$ cat config.mk
export PLATFORM = sky130hd
export DESIGN_NAME = gpu_network_interface
export DESIGN_NICKNAME = d
export VERILOG_FILES = /design/src/rtl/gpu_network_interface.sv
export SDC_FILE = /design/constraint.sdc
export NUM_CORES = 1
export LEC_CHECK = 0
export ABC_AREA = 1
export CAP_MARGIN = 10
export CORE_ASPECT_RATIO = 1.2
export CORE_UTILIZATION = 25
export CTS_BUF_LIST = sky130_fd_sc_hd__clkbuf_8
export CTS_CLUSTER_DIAMETER = 80
export CTS_CLUSTER_SIZE = 30
export DETAILED_ROUTE_END_ITERATION = 7
export PLACE_DENSITY_LB_ADDON = 0.2
export SETUP_SLACK_MARGIN = 0.2
export SYNTH_ARGS = -nofsm -noshare
export SYNTH_HDL_FRONTEND = slang
export SYNTH_SLANG_ARGS = --single-unit
$ cat constraint.sdc
create_clock -name clk -period 4.2 [get_ports clk]
set_input_delay 0.84 -clock clk [delete_from_list [all_inputs] [get_ports clk]]
set_output_delay 0.84 -clock clk [all_outputs]
set_load 0.1 [all_outputs]
$ cat src/rtl/gpu_network_interface.sv
// GPU-side endpoint of a leaf-router port: paced TX injection with local loopback,
// plus an RX FIFO with drop accounting. The router port has no backpressure.
module gpu_network_interface #(
  parameter int unsigned DWIDTH     = 16,
  parameter int unsigned FIFO_DEPTH = 8,
  parameter logic [3:0]  GROUP_ID   = 4'b1000,
  parameter int unsigned ROUTER_ID  = 4,
  parameter int unsigned TX_GAP     = 1
) (
  input  logic                          clk,
  input  logic                          reset,
  input  logic [DWIDTH-1:0]             core_tx_data,
  input  logic [5:0]                    core_tx_dest,
  input  logic                          core_tx_valid,
  output logic                          core_tx_ready,
  output logic [DWIDTH-1:0]             core_rx_data,
  output logic                          core_rx_valid,
  input  logic                          core_rx_ready,
  output logic [DWIDTH-1:0]             net_out_data,
  output logic [5:0]                    net_out_dest,
  output logic                          net_out_valid,
  input  logic [DWIDTH-1:0]             net_in_data,
  input  logic                          net_in_valid,
  output logic [$clog2(FIFO_DEPTH):0]   tx_level,
  output logic [$clog2(FIFO_DEPTH):0]   rx_level,
  output logic [7:0]                    drop_count,
  output logic                          rx_overflow,
  output logic [7:0]                    loopback_count
);

  localparam int unsigned AW = $clog2(FIFO_DEPTH);
  localparam int unsigned LW = AW + 1;
  localparam int unsigned EW = DWIDTH + 6;
  localparam logic [LW-1:0] DEPTH_L  = LW'(FIFO_DEPTH);
  localparam logic [5:0]    SELF     = {GROUP_ID, 2'(ROUTER_ID - 1)};
  localparam logic [3:0]    GAP_LOAD = (TX_GAP == 0) ? 4'd0 : 4'(TX_GAP - 1);

  typedef enum logic [1:0] {IDLE, SEND, GAP} state_t;

  state_t state, state_next;
  logic [3:0] gap_cnt, gap_next;

  // TX FIFO storage: entry is {dest, data}
  logic [EW-1:0]     tx_mem [FIFO_DEPTH];
  logic [AW-1:0]     tx_wr, tx_rd;
  logic [LW-1:0]     tx_cnt, tx_cnt_next;
  logic [EW-1:0]     tx_head;
  logic [5:0]        head_dest;
  logic [DWIDTH-1:0] head_data;
  logic              tx_push, tx_pop, tx_empty;

  logic [DWIDTH-1:0] rx_mem [FIFO_DEPTH];
  logic [AW-1:0]     rx_wr, rx_rd, rx_rd_next;
  logic [LW-1:0]     rx_cnt, rx_cnt_next;
  logic [DWIDTH-1:0] rx_wdata, rx_head_next;
  logic              rx_full, rx_pop, rx_push, net_push, drop;
  logic              launch, loop_push, free;

  assign tx_head   = tx_mem[tx_rd];
  assign head_dest = tx_head[EW-1:DWIDTH];
  assign head_data = tx_head[DWIDTH-1:0];
  assign tx_empty  = (tx_cnt == '0);
  assign tx_push   = core_tx_valid && core_tx_ready;

  // TX FSM: a slot becomes free in IDLE or in the last cycle of the pacing interval,
  // so consecutive pulses are spaced by exactly TX_GAP idle cycles.
  always_comb begin
    state_next = state;
    gap_next   = gap_cnt;
    free       = 1'b0;
    launch     = 1'b0;
    loop_push  = 1'b0;
    tx_pop     = 1'b0;
    case (state)
      IDLE: free = 1'b1;
      SEND: begin
        if (TX_GAP == 0) begin
          free = 1'b1;
        end else begin
          state_next = GAP;
          gap_next   = GAP_LOAD;
        end
      end
      GAP: begin
        if (gap_cnt == 4'd0) free = 1'b1;
        else gap_next = gap_cnt - 4'd1;
      end
      default: state_next = IDLE;
    endcase
    if (free) begin
      state_next = IDLE;
      if (!tx_empty) begin
        if (head_dest != SELF) begin
          tx_pop     = 1'b1;
          launch     = 1'b1;
          state_next = SEND;
        end else if (!net_in_valid && !rx_full) begin
          // network traffic has priority over loopback for the RX write port
          tx_pop    = 1'b1;
          loop_push = 1'b1;
        end
      end
    end
  end

  assign tx_cnt_next = tx_cnt + LW'(tx_push) - LW'(tx_pop);

  // RX write arbitration and registered first-word-fall-through head
  assign rx_full      = (rx_cnt == DEPTH_L);
  assign rx_pop       = core_rx_valid && core_rx_ready;
  assign net_push     = net_in_valid && (!rx_full || rx_pop);
  assign drop         = net_in_valid && rx_full && !rx_pop;
  assign rx_push      = net_push || loop_push;
  assign rx_wdata     = net_in_valid ? net_in_data : head_data;
  assign rx_rd_next   = rx_rd + AW'(rx_pop);
  assign rx_cnt_next  = rx_cnt + LW'(rx_push) - LW'(rx_pop);

  always_comb begin
    rx_head_next = rx_mem[rx_rd_next];
    if (rx_cnt_next == '0)                   rx_head_next = '0;
    else if (rx_push && (rx_wr == rx_rd_next)) rx_head_next = rx_wdata;
  end

  always_ff @(posedge clk) begin
    if (tx_push) tx_mem[tx_wr] <= {core_tx_dest, core_tx_data};
    if (rx_push) rx_mem[rx_wr] <= rx_wdata;
  end

  always_ff @(posedge clk) begin
    if (!reset) begin
      state          <= IDLE;
      gap_cnt        <= 4'd0;
      tx_wr          <= '0;
      tx_rd          <= '0;
      tx_cnt         <= '0;
      rx_wr          <= '0;
      rx_rd          <= '0;
      rx_cnt         <= '0;
      core_tx_ready  <= 1'b0;
      core_rx_valid  <= 1'b0;
      core_rx_data   <= '0;
      net_out_valid  <= 1'b0;
      net_out_data   <= '0;
      net_out_dest   <= '0;
      drop_count     <= 8'd0;
      rx_overflow    <= 1'b0;
      loopback_count <= 8'd0;
    end else begin
      state         <= state_next;
      gap_cnt       <= gap_next;
      if (tx_push) tx_wr <= tx_wr + AW'(1);
      if (tx_pop)  tx_rd <= tx_rd + AW'(1);
      tx_cnt        <= tx_cnt_next;
      core_tx_ready <= (tx_cnt_next != DEPTH_L);
      if (rx_push) rx_wr <= rx_wr + AW'(1);
      rx_rd         <= rx_rd_next;
      rx_cnt        <= rx_cnt_next;
      core_rx_valid <= (rx_cnt_next != '0);
      core_rx_data  <= rx_head_next;
      net_out_valid <= launch;
      if (launch) begin
        net_out_data <= head_data;
        net_out_dest <= head_dest;
      end
      if (drop) begin
        rx_overflow <= 1'b1;
        if (drop_count != 8'hFF) drop_count <= drop_count + 8'd1;
      end
      if (loop_push) loopback_count <= loopback_count + 8'd1;
    end
  end

  assign tx_level = tx_cnt;
  assign rx_level = rx_cnt;

endmodule

* After elaboration in Yosys (flattened, before gate mapping)
Memories as Yosys holds them, arrays and structs flattened. A register that Yosys moved wholly into a read port is not among the register bits. Index checks and enable logic that the tools add are counted.
Storage, ports and cells: memories kept 2, logic and storage cells 84, flip-flop bits (word level) 68, RAM bits 304
Operators by class: bitwise logic cells 1, $add $sub $neg 11, equal/unequal tests 8, reductions and logical operators 21, multiplexer cells 25
Memories:
- tx_mem | depth 8, width 22, read ports 1, clocked after Yosys merged registers in 1, wr ports 1, line 44 | logic [EW-1:0] tx_mem [FIFO_DEPTH];
- rx_mem | depth 8, width 16, read ports 1, clocked after Yosys merged registers in 1, wr ports 1, line 52 | logic [DWIDTH-1:0] rx_mem [FIFO_DEPTH];
Operator list (count):
- $mux W1 | 17
- $add A8 B1 Y8 const B | 2
- $mux W16 | 1
- $logic_not A4 Y1 | 3
- $add A3 B1 Y3 const B | 3
- $add A4 B1 Y4 | 2
- $ne A8 B8 Y1 const B | 1
- $pmux W4 S2 | 1
- $sub A4 B1 Y4 | 2
- $logic_and A1 B1 Y1 | 6
- $mux W3 | 2
- $ne A6 B6 Y1 const B | 1
- $eq A4 B4 Y1 const B | 1
- $mux W4 | 1
- $ne A4 B4 Y1 const B | 1
- $pmux W2 S2 | 1
- $reduce_and A2 Y1 | 2
- $reduce_bool A4 Y1 | 1
- $reduce_or A2 Y1 | 2
- $sub A4 B1 Y4 const B | 1
- $add A3 B1 Y3 | 1
- $logic_not A1 Y1 | 3
- $eq A2 B1 Y1 const B | 1
- $eq A2 B2 Y1 const B | 1
- other kinds (8) | 9

* Logic depth before layout (Yosys ltp)
depth after elaboration 12, depth in mapped cells 24

* Worst setup path before layout
No wires, ideal clock.
path type flip-flop to flip-flop, start register tx_cnt[2] (netlist: tx_level[2]), end register core_rx_data[0], read port of rx_mem, arrival time 3.774 ns, slack 0.362 ns, clock period less this slack 3.838 ns, stages on the path, launching flop included 21, path buffers 1, required time 4.136 ns, cells stage by stage dfxtp_1 > inv_1 > ha_1 > nand2_1 > o21ai_1 > inv_2 > nand2_1 > inv_2 > nand3_4 > nand2_4 > inv_1 > ha_1 > inv_1 > ha_1 > inv_1 > fa_1 > xor2_1 > a41oi_2 > buf_2 > nand2_1 > nor2_1
On the way: word-level cells in the longest chain between the ends 8
RTL lines:
- from (decl) | line 46 | logic [LW-1:0] tx_cnt, tx_cnt_next;
- from (signal assigned) | line 153 | tx_cnt <= tx_cnt_next;
- $logic_not A4 Y1 | line 62 | assign tx_empty = (tx_cnt == '0);
- $mux W1 | line 92 | if (!tx_empty) begin
- $mux W1 | line 90 | if (free) begin
- $logic_or A1 B1 Y1 | line 113 | assign rx_push = net_push || loop_push;
- $add A4 B1 Y4 | line 116 | assign rx_cnt_next = rx_cnt + LW'(rx_push) - LW'(rx_pop);
- $sub A4 B1 Y4 | line 116
- $logic_not A4 Y1 | line 120 | if (rx_cnt_next == '0) rx_head_next = '0;
- $reduce_or A2 Y1 (no line)
- to (decl) | line 16 | output logic [DWIDTH-1:0] core_rx_data,
No other way between the ends. A chain may end at the register's enable or synchronous reset.

==> flow_summary_export.csv <==
group,metric,value,unit
cts,clkLatencyLatePin,0.62,ns
cells_and_area,drive_gt1_frac,0.0676,
grt,antenna_found_initial,2,
worst_setup_path,setup.worst_path.end_class,"register",
cts,cts_resized,0,
drt,drc_errors,0,
die,start_util,0.254,
grt,top_usage_layer,"met2",
hold_path,hold_class,"reg2reg",
worst_setup_path,r2r_cells,20,
cts,clkSinkCount,391,
timing,relSlewSlack,0.302,
drt,initialDrtViolationCount,693,
grt,grt_max_degree,65,
drt,vias,10378,
cts,cts_setup_buffers,0,
grt,grt_pass1_vias,10296,
worst_setup_path,required,4.78,ns
synthesis,synth_top_area_share,0.576,
synthesis,yosysWarnings,0,
timing,drv_slew,0,
drt,wl_per_cell,17.5,µm
power,combPwrFrac,0.449,
power,irDropWorstVdd,322,µV
timing,fin_crit,3.59,ns
placed_design,io_buffer_count,108,
worst_setup_path,worstPathMaxFanout,17,
cts,clockBufferDepth,3,
power,power_density,671,nW/µm²
grt,grt-ovfl-total,0,
cells_and_area,nets,1605,
worst_setup_path,setup.worst_path.start_class,"register",
cts,cts-root-buf,"clkbuf_8",
cells_and_area,fin_area,18400,µm²
die,io_pins,109,
grt,grt_pass1_wl,63.6,mm
timing,setup_viol,0,
synthesis,synth_edf_count,304,
timing,hold_slack,0.461,ns
synthesis,yosys.cell_types.count,40,
power,power_frac_seq,0.407,
synthesis,ys.flop_type,"edfxtp_1",
timing,hold_viol_final,0,
timing,max_clock_freq,0.278,GHz
grt,met3_usage,0.0126,
timing,rsz0062_at_grt,"no",
power,switching_share,0.452,
synthesis,ys_top_cells_by_area,"edfxtp_1, dfxtp_1, nor2_1",
cts,ctsHoldBuffers,0,
timing,worst_slack,0.608,ns
synthesis,ys_seq_elements,391,
cts,cts_buffers,19,
grt,grt_usage,0.129,
die,rows,100,
worst_setup_path,path_class,"reg2reg",
synthesis,synth_area,15900,µm²
drt,wl,41.4,mm
hold_path,min_delay_path_depth,1,
run_status,outcome,"finished, final reports clean",
power,net-switching-power,5.57,mW
cells_and_area,num-fill-cells,6357,
die,die_area,64500,µm²
timing,fin_skew,0.0545,ns
timing,finalCritPeriodShare,0.855,
grt,use_met1,0.164,
placed_design,place_ws,0.331,ns
synthesis,synth_nets,1510,
placed_design,place_congestion,0.750,
power,power,12.3,mW
cts,clk_pin_slew,0.17,ns
placed_design,placedInstanceArea,17900,µm²
cts,cts_tree,"yes",
power,leakage,6.55,nW
synthesis,yosys.area.top_type,"edfxtp_1",
die,core_area,62400,µm²
drt,antenna_left,0,
drt,drt_pass1_iterations,4,
placed_design,hpwlAfterDp,26.4,mm
cts,htreeDepth,1,
synthesis,postSynthAreaPerCell,11.0,µm²
synthesis,ys_seq_area_frac,0.685,
synthesis,netlist_instances,1446,
timing,worst_pin_slew,1.04,ns
synthesis,synthArstFlopShare,0,
power,clock_power_share,0.144,
cells_and_area,areaGrowthSynthToFinish,15.7,%
timing,fin_setup_tns,0,ns
drt,via_per_inst,4.38,
die,die_w,232,µm
grt,met2_usage,0.231,
flow_run,cap_violations,0,
worst_setup_path,cp.arrival,4.17,ns
die,fp.dieH,278,µm
power,internal_power,6.75,mW
## cell type report
type                       count  area (µm²)  share of cell area
clock inverter                15         155             0.00845
multi-input combinational    866        4220               0.230
timing repair buffer         148        1390              0.0757
clock buffer                  19         262              0.0142
antenna                        1        2.50            0.000136
inverter                     115         437              0.0238
sequential                   391       10900               0.592
tap                          816        1020              0.0556
## path summary, 6_finish.rpt
kind	startpoint	to	slack, ns
worst min register to register	gap_cnt[0]	gap_cnt[0]	0.46
worst max register to register	register	core_rx_data[6]	0.61
worst min-delay path	gap_cnt[0]	gap_cnt[0]	0.46
worst max-delay path	register	core_rx_data[6]	0.61
## flip-flops by register name, summed over array words and instances, names as in the netlist, 6 cells and up, named ones only
register        count
drop_count          8
core_rx_data       16
net_out_data       16
tx_mem            176
net_out_dest        6
rx_mem            128
loopback_count      8
## cell usage in the layout, fill, tap and decap left out, types with 2 or more instances in the layout
cell,netlist,routed
edfxtp_1,304,304
nor2_1,262,254
nand2_1,211,211
o21ai_0,172,172
inv_1,108,114
clkdlybuf4s50_1,0,107
dfxtp_1,87,86
nand3_1,46,46
o22ai_1,46,46
buf_4,2,39
a21oi_1,36,35
clkbuf_8,0,19
ha_1,19,18
o221ai_1,17,17
a31oi_1,14,14
nor2_2,2,10
inv_2,6,6
nand2_2,6,6
xor2_1,6,6
nand3_2,4,4
inv_6,1,3
nor3_1,3,3
o21ai_1,2,2
nand2_4,2,2
o21a_1,2,2
a221oi_1,2,2
nand4_1,2,2
fa_1,2,2
inv_12,0,2
## power groups by stage
stage	clock network, mW	registers (mW)	logic [mW]
after detailed placement	0	5.12	5.58
final	1.77	5.01	5.52
after global placement	0	5.12	5.55
after global routing	1.98	5.07	6.12
after CTS	1.88	5.03	5.60
after floorplan	0	6.42	2.71
## cell usage after synthesis, types with 3 or more instances
| library cell | number |
|---|---|
| edfxtp_1 | 304 |
| nor2_1 | 262 |
| nand2_1 | 211 |
| o21ai_0 | 172 |
| inv_1 | 108 |
| dfxtp_1 | 87 |
| nand3_1 | 46 |
| o22ai_1 | 46 |
| clkbuf_1 | 44 |
| a21oi_1 | 36 |
| ha_1 | 19 |
| o221ai_1 | 17 |
| buf_2 | 16 |
| a31oi_1 | 14 |
| buf_6 | 7 |
| inv_2 | 6 |
| nand2_2 | 6 |
| xor2_1 | 6 |
| buf_1 | 4 |
| nand3_2 | 4 |
| nor3_1 | 3 |
## metal layers
metal	routed length (µm)	part of all wire
met4	760	0.018
met5	11	0.00027
met2	21300	0.51
met3	1070	0.026
met1	18300	0.44
## logic make-up (layout without fill, tap and decap cells)
logic type	after synthesis	in the layout	share of synthesized area
and+or+nand+nor	542	542	0.138
DFF	391	391	0.685
AOI/OAI and AO/OA	295	295	0.104
buffers and inverters	189	297	0.0508
adders and majority gates	21	21	0.0175
xor gates and xnor gates	8	8	0.00442
other	0	1	0
## per-stage QoR
| step | util | instances |
|---|---|---|
| after CTS | 0.294 | 2370 |
| after floorplan | - | 1446 |
| after detailed placement | 0.287 | 2336 |
| final | 0.294 | 2371 |
| after global routing | 0.294 | 2371 |
| after global placement | 0.287 | 2336 |
## critical path, stage by stage, from the launching register on
cell and delay [ns]:
dfxtp_1 0.60, buf_4 0.27, nand3_1 0.11, nand2_1 0.08, nand2_1 0.05, nand2_1 0.09, nand2_1 0.08, nor2_4 0.14
nand3_4 0.13, nand2_4 0.13, inv_1 0.08, ha_1 0.28, inv_1 0.05, ha_1 0.15, inv_1 0.05, fa_1 0.37
xor2_1 0.17, a41oi_2 0.19, buf_4 0.31, nand2_1 0.10, nor2_1 0.09
Power figures use the tool's default switching activity.
